File: config.mk
export PLATFORM = sky130hd
export DESIGN_NAME = mem_access_unit
export DESIGN_NICKNAME = d
export VERILOG_FILES = /design/src/rtl/mem_access_unit.sv
export SDC_FILE = /design/constraint.sdc
export NUM_CORES = 1
export LEC_CHECK = 0
export ABC_AREA = 1
export CAP_MARGIN = 20
export CORE_AREA = 2 2 158 160
export DETAILED_ROUTE_END_ITERATION = 7
export DIE_AREA = 0 0 160 162
export HOLD_SLACK_MARGIN = 0.12
export PLACE_DENSITY = 0.81
export REMOVE_ABC_BUFFERS = 1
export SETUP_SLACK_MARGIN = 0.15
export SYNTH_ARGS = -nofsm -noshare
export SYNTH_HDL_FRONTEND = slang
export SYNTH_SLANG_ARGS = --single-unit
File: constraint.sdc
create_clock -name clk -period 19.7 [get_ports clk]
set_input_delay 3.94 -clock clk [delete_from_list [all_inputs] [get_ports clk]]
set_output_delay 3.94 -clock clk [all_outputs]
set_load 0.02 [all_outputs]
File: src/rtl/mem_access_unit.sv
// rtl/mem_access_unit.sv - MEM-stage data-memory initiator: alignment check, lane/mask forming, request FSM
module mem_access_unit #(
  parameter int TIMEOUT_CYCLES = 255
) (
  input  logic        clk,
  input  logic        rst,
  input  logic        re_mem,
  input  logic        we_mem,
  input  logic [63:0] alu_result_mem,
  input  logic [63:0] data_out_mem,
  input  logic [2:0]  memdata_width,
  output logic [63:0] address_cpu,
  output logic        wen_cpu,
  output logic [63:0] wdata_cpu,
  output logic [7:0]  wmask_cpu,
  output logic        mem_valid,
  input  logic        mem_ready,
  input  logic        resp_valid,
  input  logic [63:0] resp_rdata,
  output logic [63:0] data_in_mem,
  output logic        stall_mem,
  output logic        misalign_err,
  output logic        bus_err
);

  typedef enum logic [1:0] {IDLE, REQ, WAIT, DONE} state_t;

  localparam int CW = $clog2(TIMEOUT_CYCLES + 1);
  localparam logic [CW-1:0] TO_LAST = CW'(TIMEOUT_CYCLES - 1);

  state_t        state_q, state_d;
  logic [CW-1:0] cnt_q, cnt_d;
  logic [63:0]   addr_q, addr_d;
  logic          wen_q, wen_d;
  logic [63:0]   wdata_q, wdata_d;
  logic [7:0]    wmask_q, wmask_d;
  logic [63:0]   din_q, din_d;
  logic          berr_q, berr_d;

  logic          op;
  logic [2:0]    off;
  logic          aligned;
  logic [7:0]    lane_mask;
  logic [63:0]   lane_data;

  // Decode access size: alignment requirement and byte mask of the access
  always_comb begin
    op        = re_mem | we_mem;
    off       = alu_result_mem[2:0];
    aligned   = 1'b1;
    lane_mask = 8'h00;
    lane_data = data_out_mem << {off, 3'b000};
    case (memdata_width)
      3'b000, 3'b100: begin
        aligned   = 1'b1;
        lane_mask = 8'h01 << off;
      end
      3'b001, 3'b101: begin
        aligned   = (off[0] == 1'b0);
        lane_mask = 8'h03 << off;
      end
      3'b010, 3'b110: begin
        aligned   = (off[1:0] == 2'b00);
        lane_mask = 8'h0F << off;
      end
      default: begin
        // 011 and the unused 111 encoding both behave as doubleword
        aligned   = (off == 3'b000);
        lane_mask = 8'hFF;
      end
    endcase
  end

  // Next-state logic: request sequencing, timeout counting and response capture
  always_comb begin
    state_d = state_q;
    cnt_d   = cnt_q;
    addr_d  = addr_q;
    wen_d   = wen_q;
    wdata_d = wdata_q;
    wmask_d = wmask_q;
    din_d   = din_q;
    berr_d  = 1'b0;
    case (state_q)
      IDLE: begin
        if (op && aligned) begin
          // A simultaneous load+store is handled as a store
          addr_d  = {alu_result_mem[63:3], 3'b000};
          wen_d   = we_mem;
          wdata_d = we_mem ? lane_data : 64'd0;
          wmask_d = we_mem ? lane_mask : 8'h00;
          state_d = REQ;
        end
      end
      REQ: begin
        cnt_d = '0;
        if (mem_ready) begin
          state_d = WAIT;
        end
      end
      WAIT: begin
        cnt_d = cnt_q + CW'(1);
        // A response arriving on the last allowed cycle still beats the timeout
        if (resp_valid) begin
          if (!wen_q) begin
            din_d = resp_rdata;
          end
          state_d = DONE;
        end else if (cnt_q == TO_LAST) begin
          berr_d  = 1'b1;
          din_d   = 64'd0;
          state_d = DONE;
        end
      end
      default: begin
        state_d = IDLE;
      end
    endcase
  end

  // State and request registers; reset abandons any in-flight access
  always_ff @(posedge clk or posedge rst) begin
    if (rst) begin
      state_q <= IDLE;
      cnt_q   <= '0;
      addr_q  <= 64'd0;
      wen_q   <= 1'b0;
      wdata_q <= 64'd0;
      wmask_q <= 8'h00;
      din_q   <= 64'd0;
      berr_q  <= 1'b0;
    end else begin
      state_q <= state_d;
      cnt_q   <= cnt_d;
      addr_q  <= addr_d;
      wen_q   <= wen_d;
      wdata_q <= wdata_d;
      wmask_q <= wmask_d;
      din_q   <= din_d;
      berr_q  <= berr_d;
    end
  end

  // Outputs: stall is combinational so the issue cycle already holds the pipeline
  always_comb begin
    address_cpu  = addr_q;
    wen_cpu      = wen_q;
    wdata_cpu    = wdata_q;
    wmask_cpu    = wmask_q;
    data_in_mem  = din_q;
    bus_err      = berr_q;
    mem_valid    = (state_q == REQ);
    misalign_err = (state_q == IDLE) && op && !aligned;
    stall_mem    = ((state_q == IDLE) && op && aligned) || (state_q == REQ) || (state_q == WAIT);
  end

endmodule

==> impl_metrics.csv <==
group,metric,value,unit
clocking,clk_latency,0.51,ns
drt,drt_first_pass_iters,7,
timing,slew_viol_final,0,
synthesis,yosys_warnings,0,
timing,fin_setup_tns,0,ns
status,status,"finished, final reports clean",
power_and_ir_drop,power.static_leakage,7.11,nW
die,die_w,160,um
synthesis,synth_cells,1325,
die,fp-row-count,57,
synthesis,synth_cell_type_count,28,
timing,tightestPinTransition,1.07,ns
power_and_ir_drop,p_int,0.00125,W
min_path,holdCritStartpoint,"address_cpu[26]",
power_and_ir_drop,seqPwrFrac,33.6,%
drt,wl_per_cell,16.5,um
worst_setup_path,crit_path_cell_trace,"clkdlybuf4s50_1 -> buf_4 -> inv_1 -> nand2_1 -> nand2_2 -> nand4_1 -> nand3_1 -> clkdlybuf4s50_1",
drt,vias,10100,
timing,rsz0062_at_grt,"no",
worst_setup_path,cp.arrival,6.65,ns
drt,wl_met2,16.2,mm
finish,nets,1890,
drt,ant_nets,0,
timing,max_slew_margin,28.8,%
worst_setup_path,timing.rr.start,"state_q[0]",
global_route,antenna_found_initial,0,
finish,fillers,2110,
drt,totalWireLength,33.4,mm
min_path,hold_path_class,"flop to flop",
timing,min_period,10.59,ns
worst_setup_path,critPathRequiredTime,15.76,ns
global_route,grt_pass1_vias,9703,
worst_setup_path,worstPathMaxFanout,30,
timing,timing.fmax,94.4,MHz
worst_setup_path,path_delay_family,"buffers and inverters",
drt,drtIter0Drc,758,
worst_setup_path,cpMostUsedCell,"clkdlybuf4s50_1",
drt,wl_met1,13.1,mm
drt,dr_wl_met3,2.86,mm
power_and_ir_drop,switchingPower,0.000769,W
worst_setup_path,startpoint,"alu_result_mem[2]",
die,fp.dieH,162,um
drt,top_layer,"met4",
power_and_ir_drop,clockPowerShare,21.9,%
synthesis,synthesis.area,0.00996,mm^2
power_and_ir_drop,ir_drop,0.0000706,V
synthesis,yosysSeqAreaShare,52.5,%
clocking,clockBufferDepth,3,
worst_setup_path,cp-end-kind,"output port",
drt,vias_per_cell,5.02,
timing,min_period_over_period,53.7,%
clocking,root_buffer,"clkbuf_16",
timing,setup_viol,0,
placed_design,dp_hpwl,23.2,mm
die,initial_core_util,41.3,%
global_route,grt_pass1_wl,52.6,mm
drt,drcViolationCount,0,
placed_design,portBuffers,401,
timing,finClkSkew,0.00968,ns
worst_setup_path,crit_type,"input pin to output port",
global_route,grt_max_degree,129,
worst_setup_path,worst_setup_path_start_kind,"input pin",
job,cap_violations,0,
synthesis,syn_area_per_cell,7.52,um^2
clocking,cts_setup_buffers,0,
die,dieArea,0.0259,mm^2
power_and_ir_drop,switching_share,38.2,%
power_and_ir_drop,comb_power_share,44.5,%
clocking,cts_tree,"done",
worst_setup_path,slowest_delay,0.82,ns
synthesis,ys_seq_elements,209,
clocking,numCtsBuffers,24,
finish,finish.instance_area,0.0149,mm^2
clocking,clk_pin_slew,0.05,ns
die,io_pins,406,
clocking,htreeDepth,1,
clocking,cts.sinks,209,
global_route,grt.total_usage,25.2,%
finish,area_delta_synth_final,49.3,%
die,core,0.0241,mm^2
power_and_ir_drop,power.density,136,mW/mm^2
timing,finalHoldViolations,0,
finish,final_util,61.7,%
clocking,postCtsHoldBufs,0,
clocking,cts_resized,0,
worst_setup_path,worst-path-buf-inv,4,
placed_design,gp_congestion,0.891,
worst_setup_path,cpMaxStageDelayCell,"inv_1",
placed_design,dpl_cell_area,0.0141,mm^2
global_route,grt_remaining_overflow,0,
finish,drive_above_1_share,3.95,%
finish,diodes,0,
-- synth_stat cells --
cell type,number,area (um^2)
clkinv_1,2,7.51
xor2_1,1,8.76
a21oi_1,5,25.0
inv_1,37,139
inv_2,4,15.0
o21a_1,1,7.51
buf_1,12,45.0
nor3_1,5,25.0
nand3_1,84,420
clkbuf_1,44,165
conb_1,1,3.75
nand4_1,1,6.26
ha_1,6,75.1
o22ai_1,1,6.26
buf_2,15,75.1
o211ai_1,21,158
dfrtp_1,209,5230
buf_6,2,22.5
o21ai_0,123,616
buf_4,10,75.1
nor2_1,21,78.8
nand2_2,5,31.3
a21boi_0,1,7.51
nor3_2,1,10.0
or2_2,5,31.3
nor2_8,1,20.0
and3_1,1,6.26
nand2_1,706,2650
-- layout by cell type, fill, tap and decap left out --
cell type	n
nand2_1	706
clkdlybuf4s50_1	399
dfrtp_1	209
o21ai_0	123
nand3_1	84
inv_1	36
clkbuf_16	25
o211ai_1	21
nor2_1	19
buf_4	12
clkbuf_1	7
ha_1	6
nand2_2	5
or2_2	5
nor3_1	5
a21oi_1	5
inv_2	4
clkinv_2	4
conb_1	3
clkbuf_8	3
clkinv_1	2
nor2_2	2
bufinv_16	2
buf_2	2
nand4_1	1
nor2_8	1
and3_1	1
nor3_2	1
inv_8	1
o21a_1	1
a21boi_0	1
o22ai_1	1
xor2_1	1
-- sequential cells by signal, indices dropped and copies added, names as in the netlist --
register     cells
address_cpu     61
bus_err          1
cnt_q            8
data_in_mem     64
state_q          2
wdata_cpu       64
wen_cpu          1
wmask_cpu        8
-- metrics by stage --
step	power, W	worst slack (ns)	hold WS [ns]	instances
final	0.00202	9.11	0.464	2022
after global routing	0.00213	8.96	0.484	2022
after CTS	0.00203	9.13	0.472	2022
after detailed placement	0.00158	9.13	0.458	1981
after global placement	0.00155	9.17	0.452	1981
after floorplan	0.00111	7.02	0.490	1244
-- logic make-up after synthesis --
logic type	after synthesis	share of synthesized area [%]
compound gates	152	8.23
xor+xnor	1	0.0879
fa+ha+maj	6	0.754
buf+inv	126	5.46
flops	209	52.5
other cells	1	0.0376
simple gates	830	32.9
-- tightest hold or removal path: cells and delay by family (launching register included) --
family | cells | cell delay, ns
and+or+nand+nor | 2 | 0.10
DFF | 1 | 0.33
-- final cells by class --
cell class | count | area, um^2 | area share, %
multi-input combinational | 992 | 4200 | 28.2
tap | 324 | 405 | 2.73
clock buffer | 35 | 693 | 4.66
timing repair buffer | 413 | 4090 | 27.5
inverter | 43 | 169 | 1.14
sequential | 209 | 5230 | 35.2
clock inverter | 6 | 80.1 | 0.538
-- path summary, 6_finish.rpt --
kind                       depth (start not counted)  slack, ns              end
setup / recovery                                   8       9.11        stall_mem
hold / removal                                     2       0.46  address_cpu[26]
setup reg to reg                                   8      16.33    wdata_cpu[51]
hold reg to reg                                    2       0.46  address_cpu[26]
max in group asynchronous                          4      13.70  address_cpu[33]
min in group asynchronous                          2       3.94  address_cpu[53]
-- power groups by stage --
| stage | Clock [W] | Combinational [W] | Sequential [W] |
|---|---|---|---|
| 2_1_floorplan | 0 | 0.000244 | 0.000866 |
| 5_1_grt | 0.000468 | 0.000964 | 0.000696 |
| 6_report | 0.000441 | 0.000897 | 0.000678 |
| 3_5_place_dp | 0 | 0.000898 | 0.000679 |
| 3_3_place_gp | 0 | 0.000879 | 0.000674 |
| 4_1_cts | 0.000450 | 0.000904 | 0.000677 |
-- layer usage --
metal,vias up,GRT usage (%)
met2,459,43.2
li1,4881,-
met5,-,0
met1,4720,31.1
met4,0,8.97
met3,83,6.05
(Power assumes the default switching activity.)
